[config.mk]
export PLATFORM = sky130hd
export DESIGN_NAME = bdm_link_ctrl_flat
export DESIGN_NICKNAME = d
export VERILOG_FILES = /design/src/rtl/bdm_link_if.sv /design/src/rtl/bdm_link_ctrl.sv /design/src/flat_wrapper.sv
export SDC_FILE = /design/constraint.sdc
export NUM_CORES = 1
export LEC_CHECK = 0
export ABC_CLOCK_PERIOD_IN_PS = 4800
export CORE_MARGIN = 4
export CORE_UTILIZATION = 27
export DETAILED_ROUTE_END_ITERATION = 8
export GPL_TIMING_DRIVEN = 0
export HOLD_SLACK_MARGIN = 0.03
export REMOVE_ABC_BUFFERS = 1
export SYNTH_ARGS = -nofsm -noshare
export SYNTH_HDL_FRONTEND = slang
export SYNTH_SLANG_ARGS = --single-unit
[constraint.sdc]
create_clock -name clk -period 4.8 [get_ports clk]
set_input_delay 0.48 -clock clk [delete_from_list [all_inputs] [get_ports clk]]
set_output_delay 0.48 -clock clk [all_outputs]
set_load 0.1 [all_outputs]
[src/rtl/bdm_link_if.sv]
// bdm_link_if: host/sync-controller/command-engine signal bundle for bdm_link_ctrl.
// slave  = the link controller side, master = the surrounding logic side.
interface bdm_link_if;
  logic        connect_req;
  logic        sync_start;
  logic        sync_busy;
  logic [31:0] sync_length;
  logic        sync_length_is_ready;
  logic        cmd_req;
  logic        cmd_gnt;
  logic        cmd_done;
  logic [15:0] bit_time;
  logic        linked;
  logic        link_err;
  logic [1:0]  err_code;

  modport slave (
    input  connect_req, sync_busy, sync_length, sync_length_is_ready, cmd_req, cmd_done,
    output sync_start, cmd_gnt, bit_time, linked, link_err, err_code
  );

  modport master (
    output connect_req, sync_busy, sync_length, sync_length_is_ready, cmd_req, cmd_done,
    input  sync_start, cmd_gnt, bit_time, linked, link_err, err_code
  );
endinterface

[src/rtl/bdm_link_ctrl.sv]
// bdm_link_ctrl: establishes the BDM link by running a sync measurement,
// derives bit_time from the measured low time, and arbitrates bkgd ownership
// with the command engine. Optional macro BDM_AUTO_RESYNC_EN adds a periodic
// re-sync after RESYNC_CYCLES idle cycles in LINKED.
module bdm_link_ctrl #(
  parameter int unsigned SYNC_MIN      = 128,
  parameter int unsigned SYNC_MAX      = 32'h0010_0000,
  parameter int unsigned SYNC_TIMEOUT  = 2_000_000,
  parameter int unsigned RESYNC_CYCLES = 1_000_000
) (
  input logic       clk,
  input logic       rst,
  bdm_link_if.slave bus
);

  localparam logic [31:0] L_MIN = 32'(SYNC_MIN);
  localparam logic [31:0] L_MAX = 32'(SYNC_MAX);
  localparam logic [31:0] L_TO  = 32'(SYNC_TIMEOUT);
  localparam logic [31:0] L_RS  = 32'(RESYNC_CYCLES);

  typedef enum logic [2:0] {IDLE, SYNC, LINKED, BUSY, ERR} state_t;

  state_t      r_state, w_next;
  logic        r_sync_start, r_gnt, r_linked, r_link_err, r_pend;
  logic [1:0]  r_err_code;
  logic [15:0] r_bit_time;
  logic [31:0] r_cnt;

  logic        w_ready, w_short, w_long, w_timeout, w_resync, w_sync_entry;
  logic [24:0] w_shift;
  logic [15:0] w_bt;

  assign w_ready      = bus.sync_length_is_ready;
  assign w_short      = bus.sync_length < L_MIN;
  assign w_long       = bus.sync_length > L_MAX;
  assign w_timeout    = (r_cnt == L_TO - 32'd1);
  assign w_shift      = bus.sync_length[31:7];
  assign w_bt         = (|w_shift[24:16]) ? 16'hFFFF : w_shift[15:0];
  assign w_sync_entry = (w_next == SYNC) && (r_state != SYNC);

`ifdef BDM_AUTO_RESYNC_EN
  logic [31:0] r_idle;

  // Count consecutive LINKED cycles; any state change restarts the count.
  always_ff @(posedge clk) begin
    if (!rst)                                      r_idle <= '0;
    else if (r_state == LINKED && w_next == LINKED) r_idle <= r_idle + 32'd1;
    else                                           r_idle <= '0;
  end

  assign w_resync = (r_state == LINKED) && (r_idle == L_RS - 32'd1);
`else
  logic w_unused_rs;
  assign w_unused_rs = ^L_RS;
  assign w_resync    = 1'b0;
`endif

  // State register.
  always_ff @(posedge clk) begin
    if (!rst) r_state <= IDLE;
    else      r_state <= w_next;
  end

  // Next state; SYNC is never entered while the sync controller is still busy.
  always_comb begin
    w_next = r_state;
    case (r_state)
      IDLE:   if (bus.connect_req && !bus.sync_busy) w_next = SYNC;
      SYNC: begin
        if (w_ready)        w_next = (w_short || w_long) ? ERR : LINKED;
        else if (w_timeout) w_next = ERR;
      end
      LINKED: begin
        // Re-sync requests (host, pending, auto) beat a command request.
        if (bus.connect_req || r_pend || w_resync) begin
          if (!bus.sync_busy) w_next = SYNC;
        end else if (bus.cmd_req) begin
          w_next = BUSY;
        end
      end
      BUSY:   if (bus.cmd_done) w_next = LINKED;
      ERR:    if (bus.connect_req && !bus.sync_busy) w_next = SYNC;
      default: w_next = IDLE;
    endcase
  end

  // Registered outputs derived from the upcoming state, plus bookkeeping.
  always_ff @(posedge clk) begin
    if (!rst) begin
      r_sync_start <= 1'b0;
      r_gnt        <= 1'b0;
      r_linked     <= 1'b0;
      r_link_err   <= 1'b0;
      r_err_code   <= 2'd0;
      r_bit_time   <= 16'd0;
      r_pend       <= 1'b0;
      r_cnt        <= '0;
    end else begin
      r_sync_start <= w_sync_entry;
      r_gnt        <= (w_next == BUSY);
      r_linked     <= (w_next == LINKED);
      r_cnt        <= (r_state == SYNC) ? r_cnt + 32'd1 : 32'd0;

      if (w_sync_entry)                              r_pend <= 1'b0;
      else if (r_state == BUSY && bus.connect_req)   r_pend <= 1'b1;

      if (w_sync_entry) begin
        r_link_err <= 1'b0;
        r_err_code <= 2'd0;
      end else if (r_state == SYNC && w_next == ERR) begin
        r_link_err <= 1'b1;
        r_err_code <= !w_ready ? 2'd3 : (w_short ? 2'd1 : 2'd2);
      end

      if (r_state == SYNC && w_next == LINKED) r_bit_time <= w_bt;
    end
  end

  assign bus.sync_start = r_sync_start;
  assign bus.cmd_gnt    = r_gnt;
  assign bus.linked     = r_linked;
  assign bus.link_err   = r_link_err;
  assign bus.err_code   = r_err_code;
  assign bus.bit_time   = r_bit_time;

endmodule

[src/flat_wrapper.sv]
// flat-port wrapper written by rule: the top's interface ports become plain ports
module bdm_link_ctrl_flat 
#(
  parameter int unsigned SYNC_MIN      = 128,
  parameter int unsigned SYNC_MAX      = 32'h0010_0000,
  parameter int unsigned SYNC_TIMEOUT  = 2_000_000,
  parameter int unsigned RESYNC_CYCLES = 1_000_000
)
  (clk, rst, bus_connect_req, bus_sync_busy, bus_sync_length, bus_sync_length_is_ready, bus_cmd_req, bus_cmd_done, bus_sync_start, bus_cmd_gnt, bus_bit_time, bus_linked, bus_link_err, bus_err_code);
  bdm_link_if bus_i ();
  input logic clk;
  input logic rst;
  input wire logic [$bits(bus_i.connect_req)-1:0] bus_connect_req;
  input wire logic [$bits(bus_i.sync_busy)-1:0] bus_sync_busy;
  input wire logic [$bits(bus_i.sync_length)-1:0] bus_sync_length;
  input wire logic [$bits(bus_i.sync_length_is_ready)-1:0] bus_sync_length_is_ready;
  input wire logic [$bits(bus_i.cmd_req)-1:0] bus_cmd_req;
  input wire logic [$bits(bus_i.cmd_done)-1:0] bus_cmd_done;
  output wire logic [$bits(bus_i.sync_start)-1:0] bus_sync_start;
  output wire logic [$bits(bus_i.cmd_gnt)-1:0] bus_cmd_gnt;
  output wire logic [$bits(bus_i.bit_time)-1:0] bus_bit_time;
  output wire logic [$bits(bus_i.linked)-1:0] bus_linked;
  output wire logic [$bits(bus_i.link_err)-1:0] bus_link_err;
  output wire logic [$bits(bus_i.err_code)-1:0] bus_err_code;
  assign bus_i.connect_req = bus_connect_req;
  assign bus_i.sync_busy = bus_sync_busy;
  assign bus_i.sync_length = bus_sync_length;
  assign bus_i.sync_length_is_ready = bus_sync_length_is_ready;
  assign bus_i.cmd_req = bus_cmd_req;
  assign bus_i.cmd_done = bus_cmd_done;
  assign bus_sync_start = bus_i.sync_start;
  assign bus_cmd_gnt = bus_i.cmd_gnt;
  assign bus_bit_time = bus_i.bit_time;
  assign bus_linked = bus_i.linked;
  assign bus_link_err = bus_i.link_err;
  assign bus_err_code = bus_i.err_code;
  bdm_link_ctrl #(.SYNC_MIN(SYNC_MIN), .SYNC_MAX(SYNC_MAX), .SYNC_TIMEOUT(SYNC_TIMEOUT), .RESYNC_CYCLES(RESYNC_CYCLES)) u_core (.clk(clk), .rst(rst), .bus(bus_i));
endmodule
==> flow_summary_export.csv, run 1 <==
group,metric,value,unit
cells_and_area,area_growth,34.92,%
synthesis,synth_top_area_share,0.4292,
setup_path,r2r_cells,5,
floorplan,dieHeight,108.1,um
synthesis,synth.avg_cell_area,8.507,sq um
timing,tightest_slew,1.182,ns
place,port_buffers,60,
routing,dr.pass1.iters,4,
pwr,powerDensity,289.8,nW/um^2
pwr,power,0.001058,W
clock_tree,clkTransAtPathRegs,0.07,ns
clock_tree,htree_levels,3,
timing,setup_viol,0,
cells_and_area,fin_nets,417,
synthesis,yosys.area.top_type,"dfxtp_1",
setup_path,crit_path_end_kind,"register",
synthesis,ys_types,39,
timing,rsz0062_at_grt,"false",
routing,wl,6718,um
timing,final.period_utilization,0.5773,
routing,drc,0,
synthesis,ys.flop_type,"dfxtp_1",
worst_hold_path,hold_path_depth,2,
synthesis,syn_inst,318,
cells_and_area,diodes,0,
routing,drt_iter0_drc,77,
place,place_congestion,0.8265,
clock_tree,cts.sink_count,58,
setup_path,critPathLaunchType,"input port",
floorplan,start_util,0.2768,
setup_path,crit_type,"in2reg",
clock_tree,tritoncts.num_buffers,9,
global_routing,grt_usage,0.1177,
synthesis,synth_async_sr_flop_share,0,
setup_path,crit_fanout,36,
worst_hold_path,hold_class,"reg2reg",
place,placed_area,3431,sq um
setup_path,crit_required,5.05,ns
place,dp_hpwl,4880,um
clock_tree,post_cts_buffers,0,
global_routing,grt_max_degree,37,
cells_and_area,final_cell_mix,"clkdlybuf4s50_1, dfxtp_1, nor2_1",
floorplan,rows,36,
floorplan,dieArea,11680,sq um
timing,relSlewSlack,0.2093,
global_routing,grt_pass1_vias,2348,
clock_tree,insertion_delay,0.34,ns
cells_and_area,fill_cells,1014,
synthesis,synth_area_leaders,"dfxtp_1, nor2_1, mux2i_1, nand2_1, xnor2_1",
setup_path,crit_arrival,3.02,ns
pwr,p_leak,1.170,nW
floorplan,core_area,9774,sq um
timing,fin_tns_setup,0,ns
routing,vias_per_cell,4.796,
timing,fmax,360.9,MHz
synthesis,yosys_warnings,0,
clock_tree,root_buffer,"clkbuf_8",
timing,finClkSkew,0.008415,ns
clock_tree,cts_resized,0,
cells_and_area,drive_above_1_share,0.06283,
clock_tree,cts_tree,"done",
routing,vias,2470,
pwr,ir_worst_vdd,0.0001272,V
timing,period_minus_slack,2.771,ns
timing,slew_violations,0,
global_routing,grt_overflow,0,
timing,finalHoldViolCount,0,
floorplan,die_w,108.1,um
cells_and_area,final_area,3650,sq um
global_routing,grt_pass1_wl,10890,um
job,maxCapViolCount,0,
synthesis,netlist_area,2705,sq um
routing,ant_nets,0,
synthesis,synth-edff-count,0,
global_routing,antenna_found_initial,0,
synthesis,synth_seq_cells,58,
synthesis,yosysSeqAreaShare,0.4292,
floorplan,boundaryPins,61,
clock_tree,hold_buffers,0,
clock_tree,cts_buffer_depth,2,
routing,wl_per_cell,13.04,um
run_status,status,"completed",
timing,hold_slack,0.4512,ns
cells_and_area,layout_commonest_cell,"clkdlybuf4s50_1",
## power by group
group | switching (W) | internal (W)
Combinational | 0.0000325 | 0.0000373
Sequential | 0.00000222 | 0.000483
Clock | 0.000198 | 0.000305
Total | 0.000232 | 0.000825
## state kept, by name (all words and copies together) (netlist names)
register               cells
u_core.bus.link_err        1
u_core.r_cnt              32
u_core.bus.linked          1
u_core.bus.bit_time       16
u_core.r_state             3
u_core.bus.sync_start      1
u_core.bus.err_code        2
u_core.r_pend              1
u_core.bus.cmd_gnt         1
## final cells by class
class	count	area, sq um	area share
inverters	9	33.78	0.009256
flip-flops and latches	58	1161	0.3181
repair buffers	62	623.1	0.1707
clock inverters	5	77.57	0.02125
clock buffers	11	141.4	0.03874
well taps	133	166.4	0.04559
multi-input cells	237	1446	0.3963
## critical path: stages
cell and delay [ns]:
clkdlybuf4s50_1 1.25, nand2_1 0.96, nor2_1 0.30
## Yosys cell counts (6+ instances only)
| cell type | number |
|---|---|
| nor2_1 | 43 |
| nand4_1 | 10 |
| nand3_1 | 13 |
| mux2i_1 | 15 |
| nor4_1 | 17 |
| xor2_1 | 14 |
| xnor2_1 | 16 |
| inv_1 | 9 |
| nand2_1 | 40 |
| and2_1 | 6 |
| clkbuf_1 | 10 |
| dfxtp_1 | 58 |
| nor3_1 | 13 |
## final timing paths
path | startpoint | endpoint | slack, ns
min | u_core.bus.err_code[1] | u_core.bus.err_code[1] | 0.45
max | rst | u_core.r_cnt[28] | 2.03
max reg2reg | u_core.r_state[0] | u_core.bus.bit_time[2] | 2.71
min reg2reg | u_core.bus.err_code[1] | u_core.bus.err_code[1] | 0.45
## per-layer routing
layer / vias to the layer above / part of all wire / global-route usage
li1: 1229 / - / -
met1: 1151 / 0.47 / 0.1422
met2: 80 / 0.42 / 0.1878
met3: 10 / 0.093 / 0.04299
met4: 0 / 0.015 / 0.05140
met5: - / 0 / 0
## kinds of logic (layout without fill, tap and decap cells)
kind of cell    count (synthesis)  in the layout  synth area share
xor+xnor                       30             30           0.09713
mux                            15             15           0.05550
buf+inv                        23             87           0.03792
simple gates                  173            173            0.3302
compound gates                 18             18           0.04533
flops                          58             58            0.4292
fa+ha+maj                       1              1          0.004625
## metrics by stage
step / utilization / std cells / setup WS, ns
global route: 0.3734 / 515 / 1.727
global placement: 0.3482 / 497 / 0.1201
detailed placement: 0.3510 / 499 / 1.591
finish: 0.3734 / 515 / 2.029
CTS: 0.3734 / 515 / 1.945
floorplan: - / 304 / 1.399
No activity file was read; power rests on OpenSTA's default activity.
==> run 2: changes to the inputs <==
--- a/config.mk
+++ b/config.mk
@@ -5,7 +5,7 @@
 export SDC_FILE = /design/constraint.sdc
 export NUM_CORES = 1
 export LEC_CHECK = 0
-export ABC_CLOCK_PERIOD_IN_PS = 4800
+export ABC_CLOCK_PERIOD_IN_PS = 2890
 export CORE_MARGIN = 4
 export CORE_UTILIZATION = 27
 export DETAILED_ROUTE_END_ITERATION = 8
==> constraint.sdc (replaced) <==
create_clock -name clk -period 2.89 [get_ports clk]
set_input_delay 0.289 -clock clk [delete_from_list [all_inputs] [get_ports clk]]
set_output_delay 0.289 -clock clk [all_outputs]
set_load 0.1 [all_outputs]
==> results of run 2 <==
Same layout as run 1 (identical final DEF). Status: completed.
Among the figures that moved: setup slack after placement 1.591 ns -> -0.1284 ns; setup slack after layout 2.029 ns -> 0.3099 ns; register-to-register setup slack 2.71 ns -> 0.80 ns; total power 0.001058 W -> 0.001757 W; worst IR drop on VDD 0.0001272 V -> 0.0002112 V
==> run 3: changes to the inputs <==
--- a/config.mk
+++ b/config.mk
@@ -8,6 +8,7 @@
 export ABC_CLOCK_PERIOD_IN_PS = 2890
 export CORE_MARGIN = 4
 export CORE_UTILIZATION = 27
+export CTS_BUF_LIST = sky130_fd_sc_hd__clkbuf_2 sky130_fd_sc_hd__clkbuf_4 sky130_fd_sc_hd__clkbuf_8
 export DETAILED_ROUTE_END_ITERATION = 8
 export GPL_TIMING_DRIVEN = 0
 export HOLD_SLACK_MARGIN = 0.03
==> flow_summary_export.csv, run 3 (synthesis results as in run 1) <==
group,metric,value,unit
clock_tree,htree_levels,3,
cells_and_area,drive_above_1_share,0.06545,
routing,dr.pass1.iters,4,
run_status,status,"completed",
clock_tree,clkTransAtPathRegs,0.07,ns
floorplan,dieHeight,108.1,um
cells_and_area,fill_cells,1016,
timing,final.period_utilization,0.8931,
cells_and_area,fin_util,0.3738,
global_routing,grt_max_degree,37,
place,port_buffers,60,
place,dp_slack,-0.1284,ns
timing,finClkSkew,0.008415,ns
routing,vias_per_cell,4.796,
floorplan,die_w,108.1,um
place,place_congestion,0.8265,
global_routing,grt_usage,0.1177,
clock_tree,cts_buffer_depth,2,
cells_and_area,diodes,0,
clock_tree,insertion_delay,0.34,ns
floorplan,core_area,9774,sq um
setup_path,critPathLaunchType,"input port",
timing,rsz0062_at_grt,"false",
cells_and_area,final_cell_mix,"clkdlybuf4s50_1, dfxtp_1, nor2_1",
floorplan,boundaryPins,61,
timing,slew_violations,0,
pwr,p_leak,1.174,nW
global_routing,grt_pass1_vias,2352,
timing,finalHoldViolCount,0,
global_routing,grt_overflow,0,
floorplan,rows,36,
routing,drt_iter0_drc,77,
routing,wl_per_cell,13.06,um
cells_and_area,fin_nets,417,
timing,setup_viol,0,
cells_and_area,area_growth,35.06,%
cells_and_area,layout_commonest_cell,"clkdlybuf4s50_1",
setup_path,crit_required,3.14,ns
global_routing,grt_pass1_wl,10890,um
setup_path,crit_arrival,2.83,ns
place,dp_hpwl,4880,um
routing,vias,2470,
pwr,ir_worst_vdd,0.0002114,V
setup_path,crit_type,"in2reg",
routing,wl,6726,um
floorplan,start_util,0.2768,
clock_tree,hold_buffers,0,
cells_and_area,largest_register,"u_core.r_cnt",
floorplan,dieArea,11680,sq um
clock_tree,cts_resized,0,
global_routing,antenna_found_initial,0,
clock_tree,cts_tree,"done",
timing,fmax,387.4,MHz
setup_path,crit_fanout,36,
worst_hold_path,hold_class,"reg2reg",
routing,drc,0,
timing,setup_ws,0.3089,ns
clock_tree,cts.sink_count,58,
clock_tree,post_cts_buffers,0,
routing,ant_nets,0,
job,maxCapViolCount,0,
clock_tree,root_buffer,"clkbuf_8",
timing,tightest_slew,1.182,ns
pwr,powerDensity,483.7,nW/um^2
clock_tree,tritoncts.num_buffers,9,
setup_path,crit_path_end_kind,"register",
timing,relSlewSlack,0.2093,
cells_and_area,largest_register_ffs,32,
timing,period_minus_slack,2.581,ns
[run 3: metrics by stage]
step	TNS (ns)	power, W	cell area (sq um)	instances	hold slack [ns]
after CTS	0	0.001795	3654	515	0.4558
after floorplan	-5.201	0.0008651	2636	304	0.4052
after detailed placement	-3.043	0.0009412	3431	499	0.4451
final	0	0.001767	3654	515	0.4512
after global routing	0	0.001850	3654	515	0.4719
after global placement	-28.46	0.0009401	3403	497	0.4427
[run 3: final timing paths]
path / start / endpoint / slack [ns] / depth (start not counted)
worst max register to register: u_core.r_state[0] / u_core.bus.bit_time[2] / 0.80 / 5
worst max-delay path: rst / u_core.r_cnt[28] / 0.31 / 3
worst min-delay path: u_core.bus.err_code[1] / u_core.bus.err_code[1] / 0.45 / 2
worst min register to register: u_core.bus.err_code[1] / u_core.bus.err_code[1] / 0.45 / 2
[run 3: worst max-delay path: stages]
cell             delay, ns
clkdlybuf4s50_1       1.25
nand2_1               0.96
nor2_1                0.30
[run 3: metal layers]
layer  vias to the layer above  wire (um)  track usage
li1                       1229          -            -
met1                      1151       3139       0.1422
met2                        80       2856       0.1878
met3                        10        629      0.04299
met4                         0        100      0.05140
met5                         -          0            0
[run 3: cell type report]
class                   count  area, sq um  area share
multi-input cells         237         1446      0.3959
flip-flops and latches     58         1161      0.3178
repair buffers             62        623.1      0.1705
well taps                 133        166.4     0.04555
clock buffers              11        145.1     0.03973
clock inverters             5        77.57     0.02123
inverters                   9        33.78    0.009247
[run 3: power by group]
group / internal [W] / switching, W
registers: 0.000803 / 0.00000368
clock network: 0.000515 / 0.000329
logic: 0.0000620 / 0.0000539
total: 0.00138 / 0.000387
